===== src/rtl/triangle_channel_gen.sv =====
// NES-style triangle channel: linear counter, length counter, period timer and a
// 2^(SEQ_BITS+1)-step up/down sequencer producing a SEQ_BITS-wide wave sample.
module triangle_channel_gen #(
  parameter int unsigned TIMER_WIDTH    = 11,
  parameter int unsigned SEQ_BITS       = 4,
  parameter int unsigned LINEAR_WIDTH   = 7,
  parameter int unsigned ULTRASONIC_MIN = 2
) (
  input  logic                clk,
  input  logic                reset,
  input  logic                reg_write,
  input  logic [1:0]          reg_addr,
  input  logic [7:0]          reg_data,
  input  logic                quarter_frame,
  input  logic                half_frame,
  input  logic                enable,
  output logic [SEQ_BITS-1:0] wave,
  output logic                length_active
);

  localparam logic [TIMER_WIDTH-1:0] UltraMin = TIMER_WIDTH'(ULTRASONIC_MIN);
  localparam logic [SEQ_BITS-1:0]    WaveMax  = {SEQ_BITS{1'b1}};

  logic [TIMER_WIDTH-1:0]  period_q, period_d;
  logic [TIMER_WIDTH-1:0]  timer_cnt_q, timer_cnt_d;
  logic [SEQ_BITS:0]       step_q, step_d;
  logic [SEQ_BITS-1:0]     wave_q, wave_d;
  logic [LINEAR_WIDTH-1:0] linear_q, linear_d;
  logic [LINEAR_WIDTH-1:0] reload_val_q, reload_val_d;
  logic [7:0]              length_q, length_d;
  logic                    control_q, control_d;
  logic                    reload_flag_q, reload_flag_d;
  logic                    length_active_q, length_active_d;

  logic wr_ctrl, wr_lo, wr_hi;
  logic tick, gate_open;

  function automatic logic [7:0] length_lut(input logic [4:0] idx);
    logic [7:0] val;
    unique case (idx)
      5'd0:  val = 8'd10;
      5'd1:  val = 8'd254;
      5'd2:  val = 8'd20;
      5'd3:  val = 8'd2;
      5'd4:  val = 8'd40;
      5'd5:  val = 8'd4;
      5'd6:  val = 8'd80;
      5'd7:  val = 8'd6;
      5'd8:  val = 8'd160;
      5'd9:  val = 8'd8;
      5'd10: val = 8'd60;
      5'd11: val = 8'd10;
      5'd12: val = 8'd14;
      5'd13: val = 8'd12;
      5'd14: val = 8'd26;
      5'd15: val = 8'd14;
      5'd16: val = 8'd12;
      5'd17: val = 8'd16;
      5'd18: val = 8'd24;
      5'd19: val = 8'd18;
      5'd20: val = 8'd48;
      5'd21: val = 8'd20;
      5'd22: val = 8'd96;
      5'd23: val = 8'd22;
      5'd24: val = 8'd192;
      5'd25: val = 8'd24;
      5'd26: val = 8'd72;
      5'd27: val = 8'd26;
      5'd28: val = 8'd16;
      5'd29: val = 8'd28;
      5'd30: val = 8'd32;
      default: val = 8'd30;
    endcase
    return val;
  endfunction

  // First half of the sequence counts down from WaveMax, second half counts up.
  function automatic logic [SEQ_BITS-1:0] step_to_wave(input logic [SEQ_BITS:0] s);
    return s[SEQ_BITS] ? s[SEQ_BITS-1:0] : ~s[SEQ_BITS-1:0];
  endfunction

  always_comb begin
    wr_ctrl   = reg_write && (reg_addr == 2'd0);
    wr_lo     = reg_write && (reg_addr == 2'd2);
    wr_hi     = reg_write && (reg_addr == 2'd3);
    tick      = (timer_cnt_q == '0);
    gate_open = (linear_q != '0) && (length_q != 8'd0) && (period_q >= UltraMin);
  end

  // Register file and period timer.
  always_comb begin
    control_d    = control_q;
    reload_val_d = reload_val_q;
    period_d     = period_q;
    if (wr_ctrl) begin
      control_d    = reg_data[7];
      reload_val_d = reg_data[LINEAR_WIDTH-1:0];
    end
    if (wr_lo) begin
      period_d[7:0] = reg_data;
    end
    if (wr_hi) begin
      period_d[TIMER_WIDTH-1:8] = reg_data[TIMER_WIDTH-9:0];
    end

    if (wr_hi) begin
      timer_cnt_d = period_d;
    end else if (tick) begin
      timer_cnt_d = period_q;
    end else begin
      timer_cnt_d = timer_cnt_q - 1'b1;
    end
  end

  // Sequencer: holds its position whenever any gate is closed.
  always_comb begin
    step_d = step_q;
    if (tick && gate_open) begin
      step_d = step_q + 1'b1;
    end
    wave_d = step_to_wave(step_d);
  end

  // Linear counter; strobes see the pre-write control/reload_val/reload_flag.
  always_comb begin
    linear_d      = linear_q;
    reload_flag_d = reload_flag_q;
    if (quarter_frame) begin
      if (reload_flag_q) begin
        linear_d = reload_val_q;
      end else if (linear_q != '0) begin
        linear_d = linear_q - 1'b1;
      end
      if (!control_q) begin
        reload_flag_d = 1'b0;
      end
    end
    if (wr_hi) begin
      reload_flag_d = 1'b1;
    end
  end

  // Length counter; a load takes priority over a coincident half-frame decrement.
  always_comb begin
    length_d = length_q;
    if (!enable) begin
      length_d = 8'd0;
    end else if (wr_hi) begin
      length_d = length_lut(reg_data[7:3]);
    end else if (half_frame && !control_q && (length_q != 8'd0)) begin
      length_d = length_q - 8'd1;
    end
    length_active_d = (length_q != 8'd0);
  end

  always_ff @(posedge clk) begin
    if (reset) begin
      period_q        <= '0;
      timer_cnt_q     <= '0;
      step_q          <= '0;
      wave_q          <= WaveMax;
      linear_q        <= '0;
      reload_val_q    <= '0;
      length_q        <= 8'd0;
      control_q       <= 1'b0;
      reload_flag_q   <= 1'b0;
      length_active_q <= 1'b0;
    end else begin
      period_q        <= period_d;
      timer_cnt_q     <= timer_cnt_d;
      step_q          <= step_d;
      wave_q          <= wave_d;
      linear_q        <= linear_d;
      reload_val_q    <= reload_val_d;
      length_q        <= length_d;
      control_q       <= control_d;
      reload_flag_q   <= reload_flag_d;
      length_active_q <= length_active_d;
    end
  end

  assign wave          = wave_q;
  assign length_active = length_active_q;

endmodule

===== config.mk =====
export PLATFORM = sky130hd
export DESIGN_NAME = triangle_channel_gen
export DESIGN_NICKNAME = d
export VERILOG_FILES = /design/src/rtl/triangle_channel_gen.sv
export SDC_FILE = /design/constraint.sdc
export NUM_CORES = 1
export LEC_CHECK = 0
export ABC_AREA = 0
export ABC_CLOCK_PERIOD_IN_PS = 5400
export CAP_MARGIN = 20
export CORE_MARGIN = 3
export CORE_UTILIZATION = 35
export CTS_BUF_LIST = sky130_fd_sc_hd__clkbuf_16
export DETAILED_ROUTE_END_ITERATION = 10
export SLEW_MARGIN = 20
export SYNTH_ARGS = -nofsm -noshare
export SYNTH_HDL_FRONTEND = slang
export SYNTH_SLANG_ARGS = --single-unit

===== constraint.sdc =====
create_clock -name clk -period 5.4 [get_ports clk]
set_input_delay 1.62 -clock clk [delete_from_list [all_inputs] [get_ports clk]]
set_output_delay 1.62 -clock clk [all_outputs]
set_load 0.02 [all_outputs]

Yosys cells after proc, flatten, opt, wreduce, memory -nomap -nowiden --
Memory sizes are Yosys's and may differ from the RTL's. Index checks and enable logic that the tools add are counted.
Operators by class: add/sub/neg operators 4, bitwise logic cells 2, eq/ne operators 3, multiplexer cells 13, $lt $le $gt $ge 1, reduce and logical (&&, ||, !) cells 19
Operators with widths (count):
- $mux W8 | 3
- $mux W11 | 2
- $mux W7 | 2
- $ge A11 B2 Y1 const B | 1
- $logic_not A11 Y1 | 1
- $sub A11 B1 Y11 const B | 1
- $logic_and A1 B1 Y1 | 8
- $reduce_bool A8 Y1 | 1
- $sub A8 B1 Y8 const B | 1
- $reduce_bool A7 Y1 | 1
- $sub A7 B1 Y7 const B | 1
- $reduce_bool A2 Y1 | 3
- $add A5 B1 Y5 const B | 1
- $mux W5 | 1
- $eq A2 B2 Y1 const B | 2
- $mux W4 | 1
- $not A4 Y4 | 1
- $reduce_and A2 Y1 | 2
- $mux W1 | 3
- $mux W3 | 1
- $logic_not A2 Y1 | 1
- $ne A2 B1 Y1 const B | 1
- $reduce_or A2 Y1 | 1
- $logic_not A1 Y1 | 1
- $not A1 Y1 | 1
Storage, ports and cells: memories kept 1, output and inout bits 5, register bits 56, input port bits 16, bits in read-only memories 224
Memories:
- (no name shown) | words 32, bits a word 7, rd ports 1, clocked after memory_dff 0, write ports 0, RTL line 40 | unique case (idx)

Longest topological paths before layout --
depth after elaboration 7, gate-level depth with buffers 9

Worst setup path after synthesis --
OpenSTA, ideal clock, no wires.
path kind input -> register, start input port reg_data[3], end register length_q[2], path slack 2.551 ns, setup time 0.126 ns, data required time 5.274 ns, cell stages on the path 6, arrival 2.723 ns, cells stage by stage inv_1 > ha_1 > mux4_2 > nor2_1 > o32a_1 > nor3_1
Between the ends: cells in the longest elaborated chain, start to end 2
Ends and longest elaborated chain:
- start: declaration | RTL line 13 | input logic [7:0] reg_data,
- $mem_v2 Z32 W7
- $mux W8 | RTL line 148 | end else if (wr_hi) begin
- end signal: assignment | RTL line 175 | length_q <= length_d;
- end: declaration | RTL line 30 | logic [7:0] length_q, length_d;
Every way passes these cells. A chain may end at the register's enable or synchronous reset.

Worst setup path in the final report --
Same ends and word-level chain as after synthesis.

==> results <==
- CTS placed an instance of sky130_fd_sc_hd__clkbuf_16 at the clock tree root.
- The type of the worst setup path is input pin to flip-flop.
- The later pin in the worst-skew pair is clocked with a latency of slightly below 0.3 ns.
- Counting every net in the synthesized netlist gives about 410.
- Synthesis handed over a netlist of 380 instances.
- After the last flow step, the layout net total stands at 415.
- In the synthesized netlist the async set-or-reset flop fraction comes to 0%.
- After clock tree synthesis, the clock-pin slew on the worst setup and hold paths is 0.07 ns.
- The standard cell with the maximum stage delay on the critical path is sky130_fd_sc_hd__clkdlybuf4s50_1.
- The CTS tree is yes.
- The worst hold endpoint is period_q[10].
- The hold path startpoint is period_q[10].
- The class of the worst hold path is flip-flop to flip-flop.
- The initial core utilization is 37.0%.
- The number of design rule violations left after detail routing is 0.
- Setup repair after global routing left no endpoint under its margin.
- Input and output buffers added on the ports amount to 20.
- Measured against its own limit, the worst slew margin works out to 48.7%.
- Hold repair after CTS inserted 0 buffers.
- The final route contains around 2.7k vias.
- Summed over all failing endpoints, the final setup total negative slack is 0 ns.
- In this run the power density over the cells is 389 nW/um2.
- The via count of the first global-routing pass was 2415.
- The fraction of post-synthesis cell area in the top cell type by area is 35.8%.
- The endpoint class of the critical path is a flip-flop.
- The final critical path takes up ~64% of the cycle.
- By area the synthesized netlist is led by sky130_fd_sc_hd__dfxtp_1 (36%), sky130_fd_sc_hd__a21oi_1 (5.8%), sky130_fd_sc_hd__nor2_1 (5.5%).
- The first-pass iteration count of the detailed router is 4.
- The buffer depth of the longest clock path is 2.
- At the end of routability-driven placement, the weighted congestion stood at 0.809.
- The shortest clock period the worst path allows after layout is 3.47 ns.
- For flop-to-flop paths, the worst setup slack is 3.21 ns.
- The total placed cells including tap cells is 485.
- The area taken by flip-flops and latches is 1120 um2.
- The top fanout value on the critical path is 11.
- The most common cell in the synthesized netlist is sky130_fd_sc_hd__dfxtp_1.
- The number of buffers created by CTS is 5.
- The horizontal die dimension is 101 um.
- For the pin with the worst max-slew slack, the measured transition is 0.767 ns.
- The worst register-to-register path begins at timer_cnt_q[0].
- The number of sinks driven by the clock tree is 56.
- By count the netlist is led by sky130_fd_sc_hd__dfxtp_1 (56), sky130_fd_sc_hd__nor2_1 (46), sky130_fd_sc_hd__a21oi_1 (36), sky130_fd_sc_hd__nand2_1 (28), sky130_fd_sc_hd__nor3_1 (17).
- After filler insertion, the fill cell instance count of the layout stands at 859.
- The run finished with clean final reports.
- After floorplanning, the core was sized to cover 8460 um2.
- The cell depth of the worst hold path is 2.
- The total I/O pin count is 21.
- After detailed routing, the average wire length per cell comes to 14.0 um.
- For this run, the top clock speed supported by timing is 288 MHz.
- The average size of a mapped cell is 8.24 um2.
- The clock arrives with 0.00685 ns of skew.
- The maximum number of pins on one net before global-route repair is 50.
- The number of hold violations in the final report is 0.
- The total wire length is 6880 um.
- The area added between synthesis and finish is 12.7%.
- In this run the number of H-tree levels came out at 2.
- The number of enable-type register cells in the synthesized netlist is 0.
- The static leakage is 1.34 nW.
- The number of setup buffers added after CTS is 0.
- The HPWL after detailed placement is 4760 um.
- Counting cells, the worst reg-to-reg path comes to 7.
- The number of routed nets with antenna violations is 0.
- The overall overflow remaining after global route is 0.
- The first-pass GRT wire length is ~12000 um.
- The signal on the critical path passes through clkdlybuf4s50_1 > inv_1 > ha_1 > mux4_2 > nor2_1 > o32a_1 > nor3_1.
- STA classifies the critical path startpoint as an input pin.
- The share of final-layout standard cells stronger than drive strength 1 is 5.15%.
- The initial antenna violation count came to 0.
- The fraction of the yosys area taken by sequential cells is 35.8%.
- Global routing consumed, over all layers together, between 10 and 15% of the routing resources.
- 0 antenna diodes ended up in the layout.
- Yosys printed 0 warnings.
- Counting flops and latches in the post-synthesis netlist gives 56.
- Across the run, the number of max-cap violations was 0.
- The most used flip-flop cell after synthesis is sky130_fd_sc_hd__dfxtp_1.
- The final count of negative-setup-slack endpoints is 0.
- In this run, distinct cell masters in the synthesized netlist total a little over 60.
- At the end of the flow the core is filled with cells to a little over two fifths.
- The ratio of routed vias to standard cells is 5.40.
- In this run the core area contains 33 standard-cell rows.
- Excluding fillers, the count of instances in the completed layout stands at 493.
- In this run, the number of DRC markers left after iteration 0 of detailed routing was approximately 130.
- Summing all multi-input logic gate instances after layout gives 1870 um2.
- The worst-case IR drop observed on VDD is 0.167 mV.
- The critical path's largest stage delay is about 0.67 ns.
- The post-synthesis cell type with the largest combined area is sky130_fd_sc_hd__dfxtp_1.
- The required arrival time at the worst endpoint is 5.57 ns.
- The number of gates resized after CTS was 0.
- STA puts the critical path data arrival time at 3.63 ns.
- The cell area that synthesis handed to floorplanning was about 3100 um2.
- In this run the vertical extent of the chip is 101 um.
- The worst flop-to-flop path endpoint is wave[3].
- The number of pins with negative max-slew slack in the final report was 0.
- The die area is between 10000 and 15000 um2.
==> cell usage in the layout, fill, tap and decap left out, types with 7 or more instances in the layout <==
cell type / Yosys / layout
sky130_fd_sc_hd__a21oi_1: 36 / 36
sky130_fd_sc_hd__inv_1: 14 / 14
sky130_fd_sc_hd__mux2i_1: 16 / 16
sky130_fd_sc_hd__xor2_1: 8 / 8
sky130_fd_sc_hd__clkdlybuf4s50_1: 0 / 20
sky130_fd_sc_hd__ha_1: 12 / 12
sky130_fd_sc_hd__nand2_1: 28 / 28
sky130_fd_sc_hd__o21ai_0: 12 / 12
sky130_fd_sc_hd__nand3_1: 10 / 10
sky130_fd_sc_hd__dfxtp_1: 56 / 56
sky130_fd_sc_hd__nor3_1: 17 / 17
sky130_fd_sc_hd__a211oi_1: 7 / 7
sky130_fd_sc_hd__nor2_1: 46 / 46
sky130_fd_sc_hd__xnor2_1: 8 / 8
==> power breakdown <==
| part | switching [mW] | internal, mW | total (mW) | leakage, nW |
|---|---|---|---|---|
| sequential | 0.0719 | 0.479 | 0.551 | 0.457 |
| clock | 0.148 | 0.171 | 0.319 | 0.0635 |
| combinational | 0.271 | 0.231 | 0.502 | 0.819 |
| total | 0.491 | 0.880 | 1.37 | 1.34 |
==> sequential cells by signal (all words and copies together), names as in the netlist, named ones only <==
register / count
length_q: 8
length_active: 1
step_q: 4
control_q: 1
period_q: 11
wave: 4
timer_cnt_q: 11
linear_q: 7
reload_val_q: 7
reload_flag_q: 1
==> logic make-up (layout without fill, tap and decap cells) <==
logic type	count (synthesis)	count (layout)	share of synthesized area (%)
mux	18	18	6.19
flops	56	56	35.8
compound gates	85	85	17.3
xor+xnor	16	16	4.47
buf+inv	36	44	4.59
fa+ha+maj	12	12	4.79
simple gates	157	157	26.8
==> layer usage <==
metal	part of all wire (%)	global-route usage, %	vias to the layer above
met5	0	0	-
met3	3.1	2.28	4
met4	0.90	4.15	0
met2	45	21.8	45
li1	-	-	1380
met1	51	19.9	1235
==> metrics by stage <==
step	hold slack (ns)	cell area, um2	worst slack [ns]	power (mW)
after floorplan	0.445	3130	2.55	0.946
after global placement	0.456	3390	1.68	1.05
after detailed placement	0.464	3390	1.63	1.05
after CTS	0.474	3530	1.94	1.38
after global routing	0.501	3530	1.71	1.47
final	0.470	3530	1.93	1.37
==> worst max-delay path by stage <==
stage,from,to,slack [ns],cells past startpoint
2_1_floorplan,reg_data[3],length_q[2],2.55,6
3_3_place_gp,reg_data[3],length_q[2],1.68,7
3_5_place_dp,reg_data[3],length_q[2],1.63,7
4_1_cts,reg_data[3],length_q[2],1.94,7
5_1_grt,reg_data[3],length_q[3],1.71,7
6_report,reg_data[3],length_q[2],1.93,7
==> critical path: cells and delay by family <==
family                     cells  cell delay, ns
AOI/OAI and AO/OA              1            0.16
adders and majority gates      1            0.35
buffers and inverters          2            0.89
muxes                          1            0.45
and+or+nand+nor                2            0.15
==> cell type report <==
type                       count  area share [%]
inverter                      14            1.49
timing repair buffer          22            6.09
multi-input combinational    288            52.9
clock inverter                 3           0.532
tap                          105            3.72
clock buffer                   5            3.54
sequential                    56            31.8
Power figures use the tool's default switching activity.
